--- src/rtl/lsu_bus_master.sv ---
// MEM-stage load/store bus initiator: issues one word-aligned req/ack transaction per memory op,
// stalls the pipeline until the response (or a timeout) and reports address/bus errors.
module lsu_bus_master #(
  parameter int unsigned TIMEOUT_CYCLES = 64
) (
  input  logic        Clk,
  input  logic        Reset,
  input  logic        MemAccess_In,
  input  logic [5:0]  Op_In,
  input  logic [31:0] Addr_In,
  input  logic [31:0] D_In,
  output logic        Stall_Out,
  output logic [31:0] D_Out,
  output logic        AdEL_Out,
  output logic        AdES_Out,
  output logic        Bus_Err_Out,
  output logic        Bus_Req_Out,
  output logic        Bus_We_Out,
  output logic [3:0]  Bus_Be_Out,
  output logic [31:0] Bus_Addr_Out,
  output logic [31:0] Bus_WData_Out,
  input  logic        Bus_Ack_In,
  input  logic [31:0] Bus_RData_In
);

  localparam int unsigned CntW = $clog2(TIMEOUT_CYCLES);
  localparam logic [CntW-1:0] CntLast = CntW'(TIMEOUT_CYCLES - 1);

  typedef enum logic [1:0] {StIdle, StReq, StDone} state_e;
  typedef enum logic [1:0] {SzByte, SzHalf, SzWord} size_e;

  state_e          state_q, state_d;
  logic [CntW-1:0] cnt_q;
  logic            we_q, sign_q;
  size_e           size_q;
  logic [1:0]      lo_q;
  logic [31:0]     d_q;
  logic            adel_q, ades_q, err_q, req_q;
  logic [3:0]      be_q;
  logic [31:0]     addr_q, wdata_q;

  logic        is_load, is_store, is_signed, misaligned, start;
  size_e       size;
  logic [3:0]  be_new;
  logic [31:0] wdata_new, rshift, load_ext;

  always_comb begin
    is_load   = 1'b0;
    is_store  = 1'b0;
    is_signed = 1'b0;
    size      = SzWord;
    case (Op_In)
      6'b100011: begin is_load  = 1'b1; size = SzWord; end
      6'b100000: begin is_load  = 1'b1; size = SzByte; is_signed = 1'b1; end
      6'b100100: begin is_load  = 1'b1; size = SzByte; end
      6'b100001: begin is_load  = 1'b1; size = SzHalf; is_signed = 1'b1; end
      6'b100101: begin is_load  = 1'b1; size = SzHalf; end
      6'b101011: begin is_store = 1'b1; size = SzWord; end
      6'b101000: begin is_store = 1'b1; size = SzByte; end
      6'b101001: begin is_store = 1'b1; size = SzHalf; end
      default: ;
    endcase
  end

  always_comb begin
    misaligned = 1'b0;
    be_new     = 4'b1111;
    wdata_new  = D_In;
    case (size)
      SzWord: misaligned = (Addr_In[1:0] != 2'b00);
      SzHalf: begin
        misaligned = Addr_In[0];
        be_new     = Addr_In[1] ? 4'b1100 : 4'b0011;
        wdata_new  = {2{D_In[15:0]}};
      end
      default: begin
        be_new    = 4'b0001 << Addr_In[1:0];
        wdata_new = {4{D_In[7:0]}};
      end
    endcase
  end

  assign start = (state_q == StIdle) && MemAccess_In && (is_load || is_store);

  // Load extraction works from the latched low address bits, not the live Addr_In.
  assign rshift = Bus_RData_In >> {lo_q, 3'b000};
  always_comb begin
    case (size_q)
      SzByte:  load_ext = {{24{sign_q & rshift[7]}}, rshift[7:0]};
      SzHalf:  load_ext = {{16{sign_q & rshift[15]}}, rshift[15:0]};
      default: load_ext = Bus_RData_In;
    endcase
  end

  always_comb begin
    state_d = state_q;
    case (state_q)
      StIdle: if (start) state_d = misaligned ? StDone : StReq;
      StReq:  if (Bus_Ack_In || cnt_q == CntLast) state_d = StDone;
      StDone: state_d = StIdle;
      default: state_d = StIdle;
    endcase
  end

  always_ff @(posedge Clk) begin
    if (Reset) begin
      state_q <= StIdle;
      cnt_q   <= '0;
      we_q    <= 1'b0;
      sign_q  <= 1'b0;
      size_q  <= SzWord;
      lo_q    <= 2'b00;
      d_q     <= '0;
      adel_q  <= 1'b0;
      ades_q  <= 1'b0;
      err_q   <= 1'b0;
      req_q   <= 1'b0;
      be_q    <= '0;
      addr_q  <= '0;
      wdata_q <= '0;
    end else begin
      state_q <= state_d;
      req_q   <= (state_d == StReq);
      adel_q  <= 1'b0;
      ades_q  <= 1'b0;
      err_q   <= 1'b0;
      case (state_q)
        StIdle: begin
          if (start) begin
            if (misaligned) begin
              adel_q <= is_load;
              ades_q <= is_store;
            end else begin
              we_q    <= is_store;
              sign_q  <= is_signed;
              size_q  <= size;
              lo_q    <= Addr_In[1:0];
              be_q    <= be_new;
              addr_q  <= {Addr_In[31:2], 2'b00};
              wdata_q <= wdata_new;
              cnt_q   <= '0;
            end
          end
        end
        StReq: begin
          if (Bus_Ack_In) begin
            if (!we_q) d_q <= load_ext;
          end else if (cnt_q == CntLast) begin
            err_q <= 1'b1;
            d_q   <= '0;
          end else begin
            cnt_q <= cnt_q + 1'b1;
          end
        end
        default: ;
      endcase
    end
  end

  assign Stall_Out     = !Reset && (start || state_q == StReq);
  assign D_Out         = d_q;
  assign AdEL_Out      = adel_q;
  assign AdES_Out      = ades_q;
  assign Bus_Err_Out   = err_q;
  assign Bus_Req_Out   = req_q;
  assign Bus_We_Out    = (state_q == StReq) && we_q;
  assign Bus_Be_Out    = be_q;
  assign Bus_Addr_Out  = addr_q;
  assign Bus_WData_Out = wdata_q;

endmodule

--- config.mk ---
export PLATFORM = sky130hd
export DESIGN_NAME = lsu_bus_master
export DESIGN_NICKNAME = d
export VERILOG_FILES = /design/src/rtl/lsu_bus_master.sv
export SDC_FILE = /design/constraint.sdc
export NUM_CORES = 1
export LEC_CHECK = 0
export BUFFER_PORTS_ARGS = -buffer_cell sky130_fd_sc_hd__buf_2
export CORE_MARGIN = 1.5
export CORE_UTILIZATION = 48
export DETAILED_ROUTE_END_ITERATION = 8
export HOLD_SLACK_MARGIN = 0.05
export PLACE_DENSITY = 0.86
export SETUP_SLACK_MARGIN = 0.3
export SKIP_LAST_GASP = 1
export SLEW_MARGIN = 25
export SYNTH_ARGS = -nofsm -noshare
export SYNTH_HDL_FRONTEND = slang
export SYNTH_SLANG_ARGS = --single-unit
--- constraint.sdc ---
create_clock -name Clk -period 4.1 [get_ports Clk]
set_clock_uncertainty 0.1 [all_clocks]
set_input_delay 0.41 -clock Clk [delete_from_list [all_inputs] [get_ports Clk]]
set_output_delay 0.41 -clock Clk [all_outputs]
set_load 0.05 [all_outputs]
Word level (Yosys, flattened, before mapping) --
Index checks and enable logic that the tools add are counted.
Cells by class: mux-type cells 22, bitwise gates (word level) 6, reduce and logical (&&, ||, !) cells 23, add/sub/neg operators 1, shift operators 2, equal/unequal tests 19
Operator list (number):
- 32-bit case mux with 2 select lines | 2
- 32-bit two-way mux | 3
- 6-bit equality test, second input constant | 9
- 32-bit by 5-bit right shift with 16-bit output | 1
- 6-bit two-way mux | 4
- 6-bit case mux with 2 select lines | 1
- 3-bit OR reduction | 4
- 2-bit != test, second input constant | 5
- 2-bit by 1-bit equality test with 1-bit output, second input constant | 4
- 2-bit case mux with 2 select lines | 2
- 4-bit case mux with 2 select lines | 1
- 6-bit by 1-bit adder with 6-bit output, second input constant | 1
- 2-bit two-way mux | 3
- 3-bit AND reduction | 2
- 2-bit nonzero test | 3
- 5-bit AND reduction | 1
- 5-bit OR reduction | 1
- 1-bit logical AND | 4
- 2-bit zero test | 2
- 1-bit two-way mux | 4
- 4-bit two-way mux | 1
- 1-bit NOT | 4
- 4-bit OR reduction | 1
- 1-bit by 2-bit left shift with 4-bit output, first input constant | 1
- 6 further kinds | 9
Word-level totals: output and inout port bits 106, logic and storage cells 87, register bits 116, input port bits 106

Longest topological paths before layout --
Gate-level depths: netlist of run 1.
depth after elaboration 9, mapped depth 7, depth with buffers taken out 5

Least setup slack after synthesis of run 1 --
OpenSTA, ideal clock, no wires.
path kind input -> output, start point input port Op_In[5], end point output port Stall_Out, setup slack 1651 ps, required time 3590 ps, data arrival time 1939 ps, path buffers 3, cell stages on the path 6, cell sequence nor2b_1 -> buf_2 -> o2111ai_2 -> buf_2 -> clkbuf_1 -> a21oi_1
On the way: longest elaborated chain between the ends 7, elaborated cells between the ends (all ways) 16, classes of those cells eq/ne: 8; mux: 2; reduce/logical: 6
RTL lines:
- start, declared | RTL line 9 | input logic [5:0] Op_In,
- 6-bit equality test | RTL line 52 | case (Op_In)
- 5-bit OR reduction (no line) / 3-bit OR reduction (equally long branches)
- 1-bit two-way mux | RTL line 52
- 1-bit logical OR (*) | RTL line 83 | assign start = (state_q == StIdle) && MemAccess_In && (is_load || is_store);
- 1-bit logical AND (*) | RTL line 83
- 1-bit logical OR (*) | RTL line 160 | assign Stall_Out = !Reset && (start || state_q == StReq);
- 1-bit logical AND (*) | RTL line 160
- end, declared | RTL line 12 | output logic Stall_Out,
Every way passes the cells marked *; elsewhere a longest branch is shown, timed or not.

Worst setup path in the final report of run 1 --
start point register lo_q[1], end point register d_q[17] (netlist: D_Out[17])
On the way: longest elaborated chain between the ends 5, elaborated cells between the ends (all ways) 6, classes of those cells shift: 1; mux: 3; bitwise: 2
RTL lines:
- start, declared | RTL line 36 | logic [1:0] lo_q;
- start signal, assigned | RTL line 137 | lo_q <= Addr_In[1:0];
- 32-bit by 5-bit right shift with 16-bit output (*) | RTL line 86 | assign rshift = Bus_RData_In >> {lo_q, 3'b000};
- 1-bit bitwise AND (on tied branches) | RTL line 90, 89
- 32-bit case mux with 2 select lines (*) | RTL line 88 | case (size_q)
- 32-bit two-way mux (*) | RTL line 147 | if (!we_q) d_q <= load_ext;
- 32-bit two-way mux (*) | RTL line 146 | if (Bus_Ack_In) begin
- end signal, assigned | RTL line 147
- end, declared | RTL line 37 | logic [31:0] d_q;
Every way passes the cells marked *; elsewhere a longest branch is shown, timed or not. The select of a mux whose other input is x is not followed. A chain may end at the register's enable or synchronous reset.

==> impl_results.html, run 1 <==
<table>
<tr><th>Metric</th><th>Value</th></tr>
<tr><th colspan="2">Placement</th></tr>
<tr><td>Port bufs</td><td>209</td></tr>
<tr><td>Placed instance area</td><td>0.006445 mm²</td></tr>
<tr><td>DP Cell Count</td><td>907</td></tr>
<tr><td>Weighted congestion at the end of routability-driven global placement</td><td>0.9104</td></tr>
<tr><td>Setup Slack @ Placement</td><td>1.497 ns</td></tr>
<tr><td>DPL Wire Length</td><td>11.09 mm</td></tr>
<tr><th colspan="2">Routing</th></tr>
<tr><td>DR vias</td><td>5,746</td></tr>
<tr><td>Number of DRC violations after detailed routing</td><td>0</td></tr>
<tr><td>Detailed-route vias per instance</td><td>6.119</td></tr>
<tr><td>Number of nets with antenna violations after routing</td><td>0</td></tr>
<tr><td>Router iterations before antenna repair</td><td>5</td></tr>
<tr><td>Number of DRC markers after the initial detailed-route iteration</td><td>598</td></tr>
<tr><td>Total routed wirelength</td><td>16.70 mm</td></tr>
<tr><td>Avg WL per Cell</td><td>17.79 µm</td></tr>
<tr><th colspan="2">Die</th></tr>
<tr><td>Chip width</td><td>109.3 µm</td></tr>
<tr><td>Core Box Area</td><td>0.01094 mm²</td></tr>
<tr><td>Number of rows in the core area</td><td>38</td></tr>
<tr><td>I/O Pins</td><td>212</td></tr>
<tr><td>Initial core utilization</td><td>49.62%</td></tr>
<tr><td>Total die area</td><td>0.01195 mm²</td></tr>
<tr><td>Overall die height</td><td>109.3 µm</td></tr>
<tr><th colspan="2">Layout</th></tr>
<tr><td>Post-layout utilization of the core</td><td>64.57%</td></tr>
<tr><td>Signed area change from the synthesized netlist to the final layout</td><td>30.11%</td></tr>
<tr><td>Multi-input logic area</td><td>0.002798 mm²</td></tr>
<tr><td>Filler cells</td><td>925</td></tr>
<tr><td>Top library cells by usage in the layout, fill and taps aside</td><td>sky130_fd_sc_hd__buf_2, sky130_fd_sc_hd__dfxtp_1, sky130_fd_sc_hd__a21oi_1, sky130_fd_sc_hd__nand3_1, sky130_fd_sc_hd__o21ai_0</td></tr>
<tr><td>Most common cell after layout, fill and taps aside</td><td>sky130_fd_sc_hd__buf_2</td></tr>
<tr><td>Filler-free cell count of the finished design</td><td>939</td></tr>
<tr><td>Layout cell share with drive strength beyond 1</td><td>33.92%</td></tr>
<tr><td>Area of all sequential standard cells</td><td>0.002323 mm²</td></tr>
<tr><td>Final layout net count</td><td>893</td></tr>
<tr><td>Fin area</td><td>0.007061 mm²</td></tr>
<tr><td>Number of antenna repair diodes</td><td>0</td></tr>
<tr><th colspan="2">Timing</th></tr>
<tr><td>Achievable Freq</td><td>0.3607 GHz</td></tr>
<tr><td>Final Hold Vio Count</td><td>0</td></tr>
<tr><td>Unrepaired setup endpoints after global routing</td><td>false</td></tr>
<tr><td>Setup slack after layout</td><td>1.328 ns</td></tr>
<tr><td>Final Max Tran Viols</td><td>0</td></tr>
<tr><td>Final worst path period share</td><td>67.62%</td></tr>
<tr><td>Relative max-transition margin</td><td>31.51%</td></tr>
<tr><td>Total negative setup slack</td><td>0 ns</td></tr>
<tr><td>Hold Worst Slack</td><td>0.1342 ns</td></tr>
<tr><td>Final-report setup violation count</td><td>0</td></tr>
<tr><td>Min Tclk post-route</td><td>2.772 ns</td></tr>
<tr><td>Worst-margin pin slew</td><td>1.022 ns</td></tr>
<tr><th colspan="2">Clocking</th></tr>
<tr><td>Deepest clock path buffer count</td><td>2</td></tr>
<tr><td>Number of CTS-inserted buffers</td><td>17</td></tr>
<tr><td>CTS Root Buffer Type</td><td>sky130_fd_sc_hd__clkbuf_16</td></tr>
<tr><td>Quantity of gates resized following cts</td><td>0</td></tr>
<tr><td>Worst-path clk slew</td><td>0.05 ns</td></tr>
<tr><td>Number of levels the H-tree was split into</td><td>4</td></tr>
<tr><td>Buffer count from post-CTS setup fixing</td><td>0</td></tr>
<tr><td>TritonCTS clock tree</td><td>yes</td></tr>
<tr><td>Hold-fix buffer count after cts</td><td>0</td></tr>
<tr><td>Source-to-sink clock delay at the later pin of the worst-skew pair</td><td>0.41 ns</td></tr>
<tr><td>Clock sink count</td><td>116</td></tr>
<tr><th colspan="2">Critical path</th></tr>
<tr><td>Critical Path RT</td><td>4.35 ns</td></tr>
<tr><td>Type of origin of the critical path</td><td>flip-flop</td></tr>
<tr><td>Critical setup path kind</td><td>reg -&gt; reg</td></tr>
<tr><td>Worst R2R End</td><td>D_Out[17]</td></tr>
<tr><td>Element type at the critical path end</td><td>flip-flop</td></tr>
<tr><td>Critical R2R Launch</td><td>lo_q[1]</td></tr>
<tr><td>Setup slack of the worst register-to-register path</td><td>1.33 ns</td></tr>
<tr><td>Data arrival, critical path</td><td>3.02 ns</td></tr>
<tr><td>Worst Path Max Fanout</td><td>19</td></tr>
<tr><td>Number of cells traversed by the worst register-to-register path</td><td>4</td></tr>
<tr><th colspan="2">Global route</th></tr>
<tr><td>GR Overflow Total</td><td>0</td></tr>
<tr><td>Largest net degree at the start of global routing</td><td>63</td></tr>
<tr><td>Total routing resource utilization after global routing</td><td>27.97%</td></tr>
<tr><td>Number of antenna violations at the first check in global routing</td><td>0</td></tr>
<tr><td>Wire length of the first global-routing pass</td><td>26.01 mm</td></tr>
<tr><td>Vias in the first global route</td><td>5,212</td></tr>
<tr><th colspan="2">Worst hold path</th></tr>
<tr><td>Cell depth of the worst hold path</td><td>2</td></tr>
<tr><td>Path class of the lowest-slack min-delay path</td><td>in -&gt; reg</td></tr>
<tr><td>Worst Hold Endpoint</td><td>AdEL_Out</td></tr>
<tr><td>Worst Hold Launch</td><td>Op_In[3]</td></tr>
<tr><th colspan="2">Power and ir drop</th></tr>
<tr><td>Proportion of power drawn by the clock network</td><td>52.3%</td></tr>
<tr><td>Static leakage</td><td>3.038 nW</td></tr>
<tr><td>Share of power burned in registers</td><td>39.0%</td></tr>
<tr><td>Psw</td><td>695.1 µW</td></tr>
<tr><td>PnR Total Power</td><td>2.932 mW</td></tr>
<tr><td>Combinational power share</td><td>8.7%</td></tr>
<tr><td>Power density normalized to cell area</td><td>415.3 mW/mm²</td></tr>
<tr><td>Sw Share</td><td>23.71%</td></tr>
<tr><td>Internal cell power</td><td>2.237 mW</td></tr>
<tr><td>Worst vdd rail ir drop</td><td>0.3608 mV</td></tr>
<tr><th colspan="2">Synthesis</th></tr>
<tr><td>Number of flops mapped to enable cells by yosys</td><td>0</td></tr>
<tr><td>Share of flip-flops with an asynchronous set or reset</td><td>0%</td></tr>
<tr><td>Total standard cell area after synthesis</td><td>0.005426 mm²</td></tr>
<tr><td>Top_reg_cell synth</td><td>sky130_fd_sc_hd__dfxtp_1</td></tr>
<tr><td>Number of warnings printed during yosys synthesis</td><td>0</td></tr>
<tr><td>Synth Register Bits</td><td>116</td></tr>
<tr><td>Portion of the post-synthesis area used by sequential elements</td><td>42.79%</td></tr>
<tr><td>Distinct cells, synth</td><td>56</td></tr>
<tr><td>Mean post-synth cell area</td><td>8.867 µm²</td></tr>
<tr><td>Post-Syn Instances</td><td>612</td></tr>
<tr><th colspan="2">Outcome</th></tr>
<tr><td>Status</td><td>finished, final reports clean</td></tr>
<tr><th colspan="2">Run</th></tr>
<tr><td>Number of max-cap violations</td><td>0</td></tr>
</table>
==> per-layer routing <==
metal  share of wire, %  up-vias  GRT usage, %
met2                 47      319         44.01
li1                   -     2655             -
met1                 40     2709         33.54
met4                3.9        0         14.94
met5                  0        -             0
met3                9.1       63         9.662
==> critical path: stages (launching register included) <==
cell                       delay, ns
sky130_fd_sc_hd__dfxtp_1        0.72
sky130_fd_sc_hd__nor2b_1        0.62
sky130_fd_sc_hd__a221oi_2       0.16
sky130_fd_sc_hd__nor3_2         0.87
sky130_fd_sc_hd__a221o_1        0.23
==> final cells by class <==
cell class	instances	area share (%)
clock buffers	24	6.964
repair buffers	217	15.70
well taps	140	2.481
flip-flops and latches	116	32.91
multi-input cells	423	39.62
clock inverters	8	1.737
inverters	11	0.5848
==> Yosys cell counts (2+ instances only) <==
cell type	number	area, µm²
sky130_fd_sc_hd__a221o_1	31	310.3
sky130_fd_sc_hd__nand2b_1	25	156.4
sky130_fd_sc_hd__and3_1	2	12.51
sky130_fd_sc_hd__o211ai_1	8	60.06
sky130_fd_sc_hd__o21ai_0	57	285.3
sky130_fd_sc_hd__o2111ai_1	13	113.9
sky130_fd_sc_hd__buf_1	4	15.01
sky130_fd_sc_hd__nor3b_1	2	15.01
sky130_fd_sc_hd__nor3_1	2	10.01
sky130_fd_sc_hd__a21oi_1	90	450.4
sky130_fd_sc_hd__nand3_1	60	300.3
sky130_fd_sc_hd__a311oi_1	12	105.1
sky130_fd_sc_hd__nor3_2	2	20.02
sky130_fd_sc_hd__a31oi_1	3	18.77
sky130_fd_sc_hd__or3_1	2	12.51
sky130_fd_sc_hd__buf_6	4	45.04
sky130_fd_sc_hd__a211oi_1	10	75.07
sky130_fd_sc_hd__nand2_1	26	97.59
sky130_fd_sc_hd__o2111a_1	2	22.52
sky130_fd_sc_hd__o21a_1	2	15.01
sky130_fd_sc_hd__mux2i_1	25	250.2
sky130_fd_sc_hd__nor4_1	3	18.77
sky130_fd_sc_hd__clkbuf_1	39	146.4
sky130_fd_sc_hd__dfxtp_1	116	2322
sky130_fd_sc_hd__buf_2	11	55.05
sky130_fd_sc_hd__buf_4	4	30.03
sky130_fd_sc_hd__nor3b_2	2	25.02
sky130_fd_sc_hd__mux2_2	7	78.83
sky130_fd_sc_hd__nor2_1	5	18.77
sky130_fd_sc_hd__inv_1	11	41.29
sky130_fd_sc_hd__nor2b_1	6	37.54
sky130_fd_sc_hd__and2_1	2	12.51
==> worst max path at each step <==
stage	endpoint	startpoint	slack (ns)
after detailed placement	D_Out[24]	lo_q[1]	1.50
after floorplan	Stall_Out	Op_In[5]	1.65
after global placement	D_Out[31]	Reset	1.54
after CTS	D_Out[17]	lo_q[1]	1.39
final	D_Out[17]	lo_q[1]	1.33
after global routing	D_Out[17]	lo_q[1]	1.15
==> cell families (layout without fill, tap and decap cells) <==
family          after synthesis  after routing  synth area share [%]
compound gates              241            241                 29.49
fa+ha+maj                     1              1                0.2305
buf+inv                      74            260                 6.225
flops                       116            116                 42.79
mux                          34             34                 6.756
other cells                   1              2               0.06911
simple gates                145            145                 14.43
==> flip-flops by register name, summed over array words and instances (netlist names), 2 cells and up <==
signal and cells:
Bus_Addr_Out 30, Bus_WData_Out 32, lo_q 2, state_q 2, Bus_Be_Out 4, size_q 2
cnt_q 6, D_Out 32
==> power by group through the flow <==
stage               registers, mW  clock network [mW]  logic, mW
floorplan                    1.20                   0      0.119
global placement             1.17                   0      0.247
detailed placement           1.17                   0      0.249
CTS                          1.14                1.54      0.252
global route                 1.14                1.60      0.273
finish                       1.14                1.53      0.256
Note: power is estimated with default switching activity, not from simulation.
==> run 2, diff against run 1 <==
--- a/config.mk
+++ b/config.mk
@@ -5,6 +5,7 @@
 export SDC_FILE = /design/constraint.sdc
 export NUM_CORES = 1
 export LEC_CHECK = 0
+export ABC_AREA = 1
 export BUFFER_PORTS_ARGS = -buffer_cell sky130_fd_sc_hd__buf_2
 export CORE_MARGIN = 1.5
 export CORE_UTILIZATION = 48
==> constraint.sdc (replaced) <==
create_clock -name Clk -period 2.8 [get_ports Clk]
set_clock_uncertainty 0.1 [all_clocks]
set_input_delay 0.28 -clock Clk [delete_from_list [all_inputs] [get_ports Clk]]
set_output_delay 0.28 -clock Clk [all_outputs]
set_load 0.05 [all_outputs]
==> run 2 against run 1 <==
  * Routed wire length is 1.7% higher
  * Register-to-register slack worse by 0.63 ns
  * Sequential cell count did not move
  * Core utilization is 3.8 points higher
  * Via count is 9.3% higher
  * Sequential power rose by 47%
  * Synthesized area rose by 0.37%
  * Fmax rose by 32%
  * First-iteration DRC count decreased by 20%
  * Power is 49% higher
  * Critical path type unchanged
  * Largest cell class unchanged
==> impl_results.html, run 2 <==
<table>
<tr><th>Metric</th><th>Value</th></tr>
<tr><th colspan="2">Synthesis</th></tr>
<tr><td>Post-Syn Instances</td><td>816 (was 612)</td></tr>
<tr><td>Portion of the post-synthesis area used by sequential elements</td><td>42.64% (was 42.79%)</td></tr>
<tr><td>Synth Register Bits</td><td>116 (unchanged)</td></tr>
<tr><td>Top_reg_cell synth</td><td>sky130_fd_sc_hd__dfxtp_1 (unchanged)</td></tr>
<tr><td>Ranking of synthesized cells by area</td><td>sky130_fd_sc_hd__dfxtp_1, sky130_fd_sc_hd__nand2_1, sky130_fd_sc_hd__nor2_1 (was sky130_fd_sc_hd__dfxtp_1, sky130_fd_sc_hd__a21oi_1, sky130_fd_sc_hd__a221o_1)</td></tr>
<tr><td>Number of warnings printed during yosys synthesis</td><td>0 (unchanged)</td></tr>
<tr><td>Number of flops mapped to enable cells by yosys</td><td>0 (unchanged)</td></tr>
<tr><td>Most frequent cell after synthesis</td><td>sky130_fd_sc_hd__nand2_1 (was sky130_fd_sc_hd__dfxtp_1)</td></tr>
<tr><td>Share of flip-flops with an asynchronous set or reset</td><td>0% (unchanged)</td></tr>
<tr><td>Largest area contributor in the netlist</td><td>sky130_fd_sc_hd__dfxtp_1 (unchanged)</td></tr>
<tr><td>Area fraction of the dominant cell type after synthesis</td><td>42.64% (was 42.79%)</td></tr>
<tr><td>Distinct cells, synth</td><td>31 (was 56)</td></tr>
<tr><td>Total standard cell area after synthesis</td><td>0.005446 mm² (was 0.005426 mm²)</td></tr>
<tr><td>Top post-synthesis cells by count</td><td>sky130_fd_sc_hd__nand2_1, sky130_fd_sc_hd__nor2_1, sky130_fd_sc_hd__dfxtp_1, sky130_fd_sc_hd__a21oi_1, sky130_fd_sc_hd__o21ai_0 (was sky130_fd_sc_hd__dfxtp_1, sky130_fd_sc_hd__a21oi_1, sky130_fd_sc_hd__nand3_1, sky130_fd_sc_hd__o21ai_0, sky130_fd_sc_hd__clkbuf_1)</td></tr>
<tr><td>Mean post-synth cell area</td><td>6.675 µm² (was 8.867 µm²)</td></tr>
<tr><th colspan="2">Timing</th></tr>
<tr><td>Final Max Tran Viols</td><td>0 (unchanged)</td></tr>
<tr><td>Final Hold Vio Count</td><td>0 (unchanged)</td></tr>
<tr><td>Final-report setup violation count</td><td>0 (unchanged)</td></tr>
<tr><td>Relative max-transition margin</td><td>54.17% (was 31.51%)</td></tr>
<tr><td>Final worst path period share</td><td>75.21% (was 67.62%)</td></tr>
<tr><td>Achievable Freq</td><td>0.4749 GHz (was 0.3607 GHz)</td></tr>
<tr><td>Worst-margin pin slew</td><td>0.6867 ns (was 1.022 ns)</td></tr>
<tr><td>Total negative setup slack</td><td>0 ns (unchanged)</td></tr>
<tr><td>Unrepaired setup endpoints after global routing</td><td>false (unchanged)</td></tr>
<tr><td>Min Tclk post-route</td><td>2.106 ns (was 2.772 ns)</td></tr>
<tr><th colspan="2">Die</th></tr>
<tr><td>Chip width</td><td>109.5 µm (was 109.3 µm)</td></tr>
<tr><td>Total die area</td><td>0.01199 mm² (was 0.01195 mm²)</td></tr>
<tr><td>Number of rows in the core area</td><td>38 (unchanged)</td></tr>
<tr><td>Core Box Area</td><td>0.01094 mm² (unchanged)</td></tr>
<tr><td>Overall die height</td><td>109.5 µm (was 109.3 µm)</td></tr>
<tr><td>I/O Pins</td><td>212 (unchanged)</td></tr>
<tr><td>Initial core utilization</td><td>49.81% (was 49.62%)</td></tr>
<tr><th colspan="2">Worst hold path</th></tr>
<tr><td>Path class of the lowest-slack min-delay path</td><td>in -&gt; reg (unchanged)</td></tr>
<tr><td>Worst Hold Launch</td><td>Addr_In[12] (was Op_In[3])</td></tr>
<tr><th colspan="2">Placement</th></tr>
<tr><td>DP Cell Count</td><td>1,134 (was 907)</td></tr>
<tr><td>DPL Wire Length</td><td>11.18 mm (was 11.09 mm)</td></tr>
<tr><td>Placed instance area</td><td>0.006535 mm² (was 0.006445 mm²)</td></tr>
<tr><td>Weighted congestion at the end of routability-driven global placement</td><td>0.8983 (was 0.9104)</td></tr>
<tr><td>Port bufs</td><td>209 (unchanged)</td></tr>
<tr><th colspan="2">Routing</th></tr>
<tr><td>Avg WL per Cell</td><td>14.20 µm (was 17.79 µm)</td></tr>
<tr><td>Number of nets with antenna violations after routing</td><td>0 (unchanged)</td></tr>
<tr><td>Number of DRC violations after detailed routing</td><td>0 (unchanged)</td></tr>
<tr><td>Router iterations before antenna repair</td><td>5 (unchanged)</td></tr>
<tr><td>Total routed wirelength</td><td>16.99 mm (was 16.70 mm)</td></tr>
<tr><td>DR vias</td><td>6,283 (was 5,746)</td></tr>
<tr><td>Detailed-route vias per instance</td><td>5.249 (was 6.119)</td></tr>
<tr><td>Number of DRC markers after the initial detailed-route iteration</td><td>476 (was 598)</td></tr>
<tr><th colspan="2">Critical path</th></tr>
<tr><td>Worst setup path start</td><td>state_q[0] (was lo_q[1])</td></tr>
<tr><td>Critical setup path kind</td><td>reg -&gt; reg (unchanged)</td></tr>
<tr><td>Critical R2R Launch</td><td>state_q[0] (was lo_q[1])</td></tr>
<tr><td>Critical Path RT</td><td>2.96 ns (was 4.35 ns)</td></tr>
<tr><td>Type of origin of the critical path</td><td>flip-flop (unchanged)</td></tr>
<tr><td>Element type at the critical path end</td><td>flip-flop (unchanged)</td></tr>
<tr><td>Worst Path Max Fanout</td><td>31 (was 19)</td></tr>
<tr><td>Data arrival, critical path</td><td>2.27 ns (was 3.02 ns)</td></tr>
<tr><th colspan="2">Layout</th></tr>
<tr><td>Filler-free cell count of the finished design</td><td>1,197 (was 939)</td></tr>
<tr><td>Top library cells by usage in the layout, fill and taps aside</td><td>sky130_fd_sc_hd__nand2_1, sky130_fd_sc_hd__buf_2, sky130_fd_sc_hd__nor2_1, sky130_fd_sc_hd__dfxtp_1, sky130_fd_sc_hd__a21oi_1 (was sky130_fd_sc_hd__buf_2, sky130_fd_sc_hd__dfxtp_1, sky130_fd_sc_hd__a21oi_1, sky130_fd_sc_hd__nand3_1, sky130_fd_sc_hd__o21ai_0)</td></tr>
<tr><td>Layout cell share with drive strength beyond 1</td><td>26.49% (was 33.92%)</td></tr>
<tr><td>Area of all sequential standard cells</td><td>0.002322 mm² (was 0.002323 mm²)</td></tr>
<tr><td>Final layout net count</td><td>1,151 (was 893)</td></tr>
<tr><td>Multi-input logic area</td><td>0.002709 mm² (was 0.002798 mm²)</td></tr>
<tr><td>Post-layout utilization of the core</td><td>68.33% (was 64.57%)</td></tr>
<tr><td>Most common cell after layout, fill and taps aside</td><td>sky130_fd_sc_hd__nand2_1 (was sky130_fd_sc_hd__buf_2)</td></tr>
<tr><td>Filler cells</td><td>915 (was 925)</td></tr>
<tr><td>Signed area change from the synthesized netlist to the final layout</td><td>37.19% (was 30.11%)</td></tr>
<tr><td>Fin area</td><td>0.007472 mm² (was 0.007061 mm²)</td></tr>
<tr><td>Number of antenna repair diodes</td><td>0 (unchanged)</td></tr>
<tr><th colspan="2">Outcome</th></tr>
<tr><td>Status</td><td>finished, final reports clean (unchanged)</td></tr>
<tr><th colspan="2">Power and ir drop</th></tr>
<tr><td>Worst vdd rail ir drop</td><td>0.3595 mV (was 0.3608 mV)</td></tr>
<tr><td>Power density normalized to cell area</td><td>585.1 mW/mm² (was 415.3 mW/mm²)</td></tr>
<tr><td>Static leakage</td><td>3.576 nW (was 3.038 nW)</td></tr>
<tr><th colspan="2">Clocking</th></tr>
<tr><td>Number of CTS-inserted buffers</td><td>17 (unchanged)</td></tr>
<tr><td>CTS Root Buffer Type</td><td>sky130_fd_sc_hd__clkbuf_16 (unchanged)</td></tr>
<tr><td>Number of levels the H-tree was split into</td><td>4 (unchanged)</td></tr>
<tr><td>Clock sink count</td><td>116 (unchanged)</td></tr>
<tr><td>TritonCTS clock tree</td><td>yes (unchanged)</td></tr>
<tr><td>Source-to-sink clock delay at the later pin of the worst-skew pair</td><td>0.41 ns (about the same)</td></tr>
<tr><td>Worst-path clk slew</td><td>0.05 ns (about the same)</td></tr>
<tr><td>Deepest clock path buffer count</td><td>2 (unchanged)</td></tr>
<tr><th colspan="2">Global route</th></tr>
<tr><td>Number of antenna violations at the first check in global routing</td><td>0 (unchanged)</td></tr>
<tr><td>Total routing resource utilization after global routing</td><td>28.64% (was 27.97%)</td></tr>
<tr><td>GR Overflow Total</td><td>0 (unchanged)</td></tr>
<tr><td>Largest net degree at the start of global routing</td><td>61 (was 63)</td></tr>
<tr><td>Wire length of the first global-routing pass</td><td>26.85 mm (was 26.01 mm)</td></tr>
<tr><td>Vias in the first global route</td><td>5,734 (was 5,212)</td></tr>
<tr><th colspan="2">Run</th></tr>
<tr><td>Number of max-cap violations</td><td>0 (unchanged)</td></tr>
</table>
-- run 2: path summary, 6_finish.rpt --
kind | cells past startpoint | slack (ns) | endpoint
setup / recovery | 9 | 0.69 | D_Out[11]
hold / removal | 3 | 0.07 | Bus_Addr_Out[12]
setup reg to reg | 9 | 0.69 | D_Out[11]
hold reg to reg | 2 | 0.36 | D_Out[15]
-- run 2: area by class of cell --
cell class / instances / share of cell area [%]
clock buffers: 19 / 6.062
clock inverters: 13 / 2.328
well taps: 140 / 2.344
inverters: 46 / 2.311
multi-input cells: 610 / 36.25
flip-flops and latches: 116 / 31.08
repair buffers: 253 / 19.62
-- run 2: report_power, final --
group / switching (mW) / leakage [nW] / internal (mW)
registers: 0.0117 / 0.936 / 1.67
clock network: 0.809 / 0.296 / 1.46
logic: 0.264 / 2.34 / 0.158
total: 1.08 / 3.58 / 3.29
-- run 2: metrics by stage --
step / setup slack [ns] / power (mW) / hold slack (ns)
finish: 0.6941 / 4.372 / 0.06894
floorplan: 0.8481 / 1.952 / 0.3228
global placement: 0.6027 / 2.093 / 0.3490
CTS: 0.7133 / 4.385 / 0.05548
detailed placement: 0.5831 / 2.096 / 0.3532
global route: 0.4910 / 4.509 / 0.09377
-- run 2: routing by layer --
layer	global-route usage (%)	share of wire (%)
met2	45.47	46
met3	7.706	9.3
met1	34.03	39
met4	18.55	5.5
met5	0	0
-- run 2: timing repair --
action | in CTS | in global routing
setup buffers | 0 | 0
gates resized for setup | 0 | 0
endpoints found under the hold margin | 31 | 0
hold buffers | 31 | 0
-- run 2: worst max-delay path, stage by stage (launching register included) --
cell and delay, ns:
sky130_fd_sc_hd__dfxtp_1 0.33, sky130_fd_sc_hd__inv_1 0.05, sky130_fd_sc_hd__nor2_2 0.13, sky130_fd_sc_hd__inv_2 0.12, sky130_fd_sc_hd__nor3_4 0.35, sky130_fd_sc_hd__inv_2 0.25, sky130_fd_sc_hd__nand2_4 0.17, sky130_fd_sc_hd__inv_2 0.22
sky130_fd_sc_hd__nand2_1 0.14, sky130_fd_sc_hd__a21oi_1 0.07
-- run 2: kinds of logic (layout without fill, tap and decap cells) --
kind of cell             count (synthesis)  after routing  share of synthesized area (%)
AO/OA/AOI/OAI                          166            166                          16.38
adder cells (fa/ha/maj)                  1              1                         0.2297
buffers and inverters                   91            331                          7.696
flip-flops                             116            116                          42.64
other                                    1              2                        0.06885
AND/OR/NAND/NOR                        441            441                          32.99
==> run 3, diff against run 2 <==
--- a/config.mk
+++ b/config.mk
@@ -8,10 +8,10 @@
 export ABC_AREA = 1
 export BUFFER_PORTS_ARGS = -buffer_cell sky130_fd_sc_hd__buf_2
 export CORE_MARGIN = 1.5
-export CORE_UTILIZATION = 48
+export CORE_UTILIZATION = 44
 export DETAILED_ROUTE_END_ITERATION = 8
 export HOLD_SLACK_MARGIN = 0.05
-export PLACE_DENSITY = 0.86
+export PLACE_DENSITY = 0.83
 export SETUP_SLACK_MARGIN = 0.3
 export SKIP_LAST_GASP = 1
 export SLEW_MARGIN = 25
==> constraint.sdc (replaced) <==
create_clock -name Clk -period 1.73 [get_ports Clk]
set_clock_uncertainty 0.1 [all_clocks]
set_input_delay 0.173 -clock Clk [delete_from_list [all_inputs] [get_ports Clk]]
set_output_delay 0.173 -clock Clk [all_outputs]
set_load 0.05 [all_outputs]
==> run 3 against run 2 <==
  * The run now ends with setup timing left
  * Register-to-register slack worse by 0.63 ns
  * Power rose by 69%
  * First-iteration DRC count up 100%
  * Non-clock buffer count rose by 97
  * Sequential share of layout area fell by 5.9 points
  * Sequential cell count did not move
  * Global-route usage grew 3.1 points
  * Final cell count up 11%
  * Count of clock-buffer cells in the layout is 4 higher
  * Sequential power is 62% higher
  * Critical path type is now reg -> out
  * Critical endpoint is now Stall_Out
==> impl_results.html, run 3 (synthesis results as in run 2) <==
<table>
<tr><th>Metric</th><th>Value</th></tr>
<tr><th colspan="2">Outcome</th></tr>
<tr><td>Status</td><td>finished, violations left (was finished, final reports clean)</td></tr>
<tr><td>Failing checks</td><td>setup timing</td></tr>
<tr><th colspan="2">Layout</th></tr>
<tr><td>Post-layout utilization of the core</td><td>76.77% (was 68.33%)</td></tr>
<tr><td>Final layout net count</td><td>1,253 (was 1,151)</td></tr>
<tr><td>Filler-free cell count of the finished design</td><td>1,327 (was 1,197)</td></tr>
<tr><td>Most common cell after layout, fill and taps aside</td><td>sky130_fd_sc_hd__nand2_1 (unchanged)</td></tr>
<tr><td>Layout cell share with drive strength beyond 1</td><td>39.55% (was 26.49%)</td></tr>
<tr><td>Top library cells by usage in the layout, fill and taps aside</td><td>sky130_fd_sc_hd__nand2_1, sky130_fd_sc_hd__buf_2, sky130_fd_sc_hd__nor2_1, sky130_fd_sc_hd__dfxtp_1, sky130_fd_sc_hd__dlygate4sd3_1 (was sky130_fd_sc_hd__nand2_1, sky130_fd_sc_hd__buf_2, sky130_fd_sc_hd__nor2_1, sky130_fd_sc_hd__dfxtp_1, sky130_fd_sc_hd__a21oi_1)</td></tr>
<tr><td>Signed area change from the synthesized netlist to the final layout</td><td>70.02% (was 37.19%)</td></tr>
<tr><th colspan="2">Die</th></tr>
<tr><td>Initial core utilization</td><td>45.16% (was 49.81%)</td></tr>
<tr><td>Chip width</td><td>114.3 µm (was 109.5 µm)</td></tr>
<tr><td>I/O Pins</td><td>212 (unchanged)</td></tr>
<tr><td>Core Box Area</td><td>0.01206 mm² (was 0.01094 mm²)</td></tr>
<tr><td>Total die area</td><td>0.01306 mm² (was 0.01199 mm²)</td></tr>
<tr><td>Overall die height</td><td>114.3 µm (was 109.5 µm)</td></tr>
<tr><td>Number of rows in the core area</td><td>40 (was 38)</td></tr>
<tr><th colspan="2">Timing</th></tr>
<tr><td>Achievable Freq</td><td>0.5740 GHz</td></tr>
<tr><td>Total negative setup slack</td><td>-0.01225 ns (was 0 ns)</td></tr>
<tr><td>Min Tclk post-route</td><td>1.742 ns</td></tr>
<tr><td>Final-report setup violation count</td><td>1 (was 0)</td></tr>
<tr><td>Setup slack after layout</td><td>-0.01225 ns (was 0.6941 ns)</td></tr>
<tr><td>Final Max Tran Viols</td><td>0 (unchanged)</td></tr>
<tr><td>Worst-margin pin slew</td><td>0.5325 ns (was 0.6867 ns)</td></tr>
<tr><td>Final worst path period share</td><td>100.7%</td></tr>
<tr><td>Unrepaired setup endpoints after global routing</td><td>true (was false)</td></tr>
<tr><td>Relative max-transition margin</td><td>64.50% (was 54.17%)</td></tr>
<tr><td>Final Hold Vio Count</td><td>0 (unchanged)</td></tr>
<tr><th colspan="2">Clocking</th></tr>
<tr><td>CTS Root Buffer Type</td><td>sky130_fd_sc_hd__clkbuf_16 (unchanged)</td></tr>
<tr><td>Number of CTS-inserted buffers</td><td>17 (unchanged)</td></tr>
<tr><td>TritonCTS clock tree</td><td>yes (unchanged)</td></tr>
<tr><td>Source-to-sink clock delay at the later pin of the worst-skew pair</td><td>0.42 ns (was 0.41 ns)</td></tr>
<tr><td>Clock sink count</td><td>116 (unchanged)</td></tr>
<tr><td>Number of levels the H-tree was split into</td><td>4 (unchanged)</td></tr>
<tr><td>Worst-path clk slew</td><td>0.05 ns (about the same)</td></tr>
<tr><td>Deepest clock path buffer count</td><td>2 (unchanged)</td></tr>
<tr><th colspan="2">Routing</th></tr>
<tr><td>Router iterations before antenna repair</td><td>7 (was 5)</td></tr>
<tr><td>Number of DRC markers after the initial detailed-route iteration</td><td>957 (was 476)</td></tr>
<tr><td>Number of nets with antenna violations after routing</td><td>0 (unchanged)</td></tr>
<tr><td>Detailed-route vias per instance</td><td>5.580 (was 5.249)</td></tr>
<tr><td>Number of DRC violations after detailed routing</td><td>0 (unchanged)</td></tr>
<tr><td>Total routed wirelength</td><td>24.50 mm (was 16.99 mm)</td></tr>
<tr><td>DR vias</td><td>7,404 (was 6,283)</td></tr>
<tr><td>Avg WL per Cell</td><td>18.47 µm (was 14.20 µm)</td></tr>
<tr><th colspan="2">Power and ir drop</th></tr>
<tr><td>Power density normalized to cell area</td><td>799.0 mW/mm² (was 585.1 mW/mm²)</td></tr>
<tr><td>Proportion of power drawn by the clock network</td><td>50.4% (was 51.8%)</td></tr>
<tr><td>Worst vdd rail ir drop</td><td>0.7522 mV (was 0.3595 mV)</td></tr>
<tr><td>Combinational power share</td><td>12.7% (was 9.6%)</td></tr>
<tr><td>Sw Share</td><td>25.36% (was 24.81%)</td></tr>
<tr><td>Internal cell power</td><td>5.523 mW (was 3.288 mW)</td></tr>
<tr><td>Psw</td><td>1.876 mW (was 1.085 mW)</td></tr>
<tr><td>Share of power burned in registers</td><td>36.9% (was 38.5%)</td></tr>
<tr><td>PnR Total Power</td><td>7.399 mW (was 4.372 mW)</td></tr>
<tr><td>Static leakage</td><td>4.280 nW (was 3.576 nW)</td></tr>
<tr><th colspan="2">Global route</th></tr>
<tr><td>Vias in the first global route</td><td>6,710 (was 5,734)</td></tr>
<tr><td>Wire length of the first global-routing pass</td><td>32.32 mm (was 26.85 mm)</td></tr>
<tr><td>Largest net degree at the start of global routing</td><td>38 (was 61)</td></tr>
<tr><td>Number of antenna violations at the first check in global routing</td><td>1 (was 0)</td></tr>
<tr><td>Total routing resource utilization after global routing</td><td>31.72% (was 28.64%)</td></tr>
<tr><td>GR Overflow Total</td><td>0 (unchanged)</td></tr>
<tr><th colspan="2">Critical path</th></tr>
<tr><td>Number of cells traversed by the worst register-to-register path</td><td>8 (was 9)</td></tr>
<tr><td>Data arrival, critical path</td><td>1.47 ns (was 2.27 ns)</td></tr>
<tr><td>Type of origin of the critical path</td><td>flip-flop (unchanged)</td></tr>
<tr><td>Critical setup path kind</td><td>reg -&gt; out (was reg -&gt; reg)</td></tr>
<tr><td>Critical R2R Launch</td><td>state_q[1] (was state_q[0])</td></tr>
<tr><td>Critical Path RT</td><td>1.46 ns (was 2.96 ns)</td></tr>
<tr><td>Worst setup path start</td><td>state_q[1] (was state_q[0])</td></tr>
<tr><td>Worst Path Max Fanout</td><td>2 (was 31)</td></tr>
<tr><td>Element type at the critical path end</td><td>output pin (was flip-flop)</td></tr>
<tr><th colspan="2">Placement</th></tr>
<tr><td>Weighted congestion at the end of routability-driven global placement</td><td>0.9965 (was 0.8983)</td></tr>
<tr><td>DPL Wire Length</td><td>11.85 mm (was 11.18 mm)</td></tr>
<tr><td>Port bufs</td><td>209 (unchanged)</td></tr>
<tr><td>DP Cell Count</td><td>1,180 (was 1,134)</td></tr>
<tr><th colspan="2">Worst hold path</th></tr>
<tr><td>Cell depth of the worst hold path</td><td>5 (was 3)</td></tr>
<tr><td>Worst Hold Launch</td><td>Bus_RData_In[15] (was Addr_In[12])</td></tr>
<tr><td>Path class of the lowest-slack min-delay path</td><td>in -&gt; reg (unchanged)</td></tr>
<tr><th colspan="2">Run</th></tr>
<tr><td>Number of max-cap violations</td><td>0 (unchanged)</td></tr>
</table>
-- run 3: cell count changes in the layout (fill, tap and decap cells not counted), sizes merged --
cell / change
dlygate4sd3: +39
nand3: +1
clkinv: -2
nand2: +1
clkbuf: +8
diode: +1
buf: +54
-- run 3: per-layer routing --
metal | wire [µm] | vias up | part of all wire, % | GRT usage, %
met3 | 2382 | 210 | 9.7 | 8.417
met1 | 8371 | 3312 | 34 | 33.19
met2 | 11780 | 594 | 48 | 57.35
met5 | 0 | - | 0 | 0
li1 | - | 3288 | - | -
met4 | 1973 | 0 | 8.1 | 18.25
-- run 3: critical path, cell delays in order (launching register included) --
cell                      delay [ns]
sky130_fd_sc_hd__dfxtp_4        0.37
sky130_fd_sc_hd__nor2_4         0.14
sky130_fd_sc_hd__nand3_4        0.08
sky130_fd_sc_hd__buf_4          0.14
sky130_fd_sc_hd__a21oi_4        0.15
sky130_fd_sc_hd__buf_6          0.17
-- run 3: final cells by class --
| type | instances | area, µm² |
|---|---|---|
| Fill cell | 767 | 2801 |
| Antenna cell | 1 | 2.502 |
| Clock inverter | 8 | 122.6 |
| Inverter | 46 | 210.2 |
| Clock buffer | 23 | 498.0 |
| Multi-Input combinational cell | 612 | 3286 |
| Sequential cell | 116 | 2336 |
| Timing Repair Buffer | 350 | 2561 |
| Timing Repair inverter | 3 | 33.78 |
| Tap cell | 168 | 210.2 |
-- run 3: what timing repair did --
action | 4_1_cts | 5_1_grt
pin swaps | 38 | 21
setup endpoints to repair | 100 | 115
resized for setup | 96 | 126
hold endpoints to repair | 70 | 0
hold buffers | 70 | 0
cloned | 7 | 6
setup buffers | 20 | 12
-- run 3: worst paths after layout --
path | end | slack [ns]
setup / recovery | Stall_Out | -0.01
hold / removal | D_Out[15] | 0.07
setup reg to reg | Bus_WData_Out[24] | 0.06
hold reg to reg | D_Out[8] | 0.35
-- run 3: power by group through the flow --
stage | sequential (mW) | combinational, mW | clock, mW
after floorplan | 2.88 | 0.289 | 0
after global placement | 2.78 | 0.637 | 0
after detailed placement | 2.79 | 0.640 | 0
after CTS | 2.73 | 0.800 | 3.68
after global routing | 2.73 | 0.989 | 3.85
final | 2.73 | 0.940 | 3.73
-- run 3: stage by stage --
| step | setup WS [ns] | cell area [µm²] | hold WS, ns |
|---|---|---|---|
| floorplan | 0.1989 | 5538 | 0.2037 |
| global placement | 0.06000 | 6799 | 0.3222 |
| detailed placement | -0.01099 | 6799 | 0.3306 |
| CTS | 0.01783 | 8688 | 0.05430 |
| global route | -0.1079 | 9260 | 0.07494 |
| finish | -0.01225 | 9260 | 0.06718 |
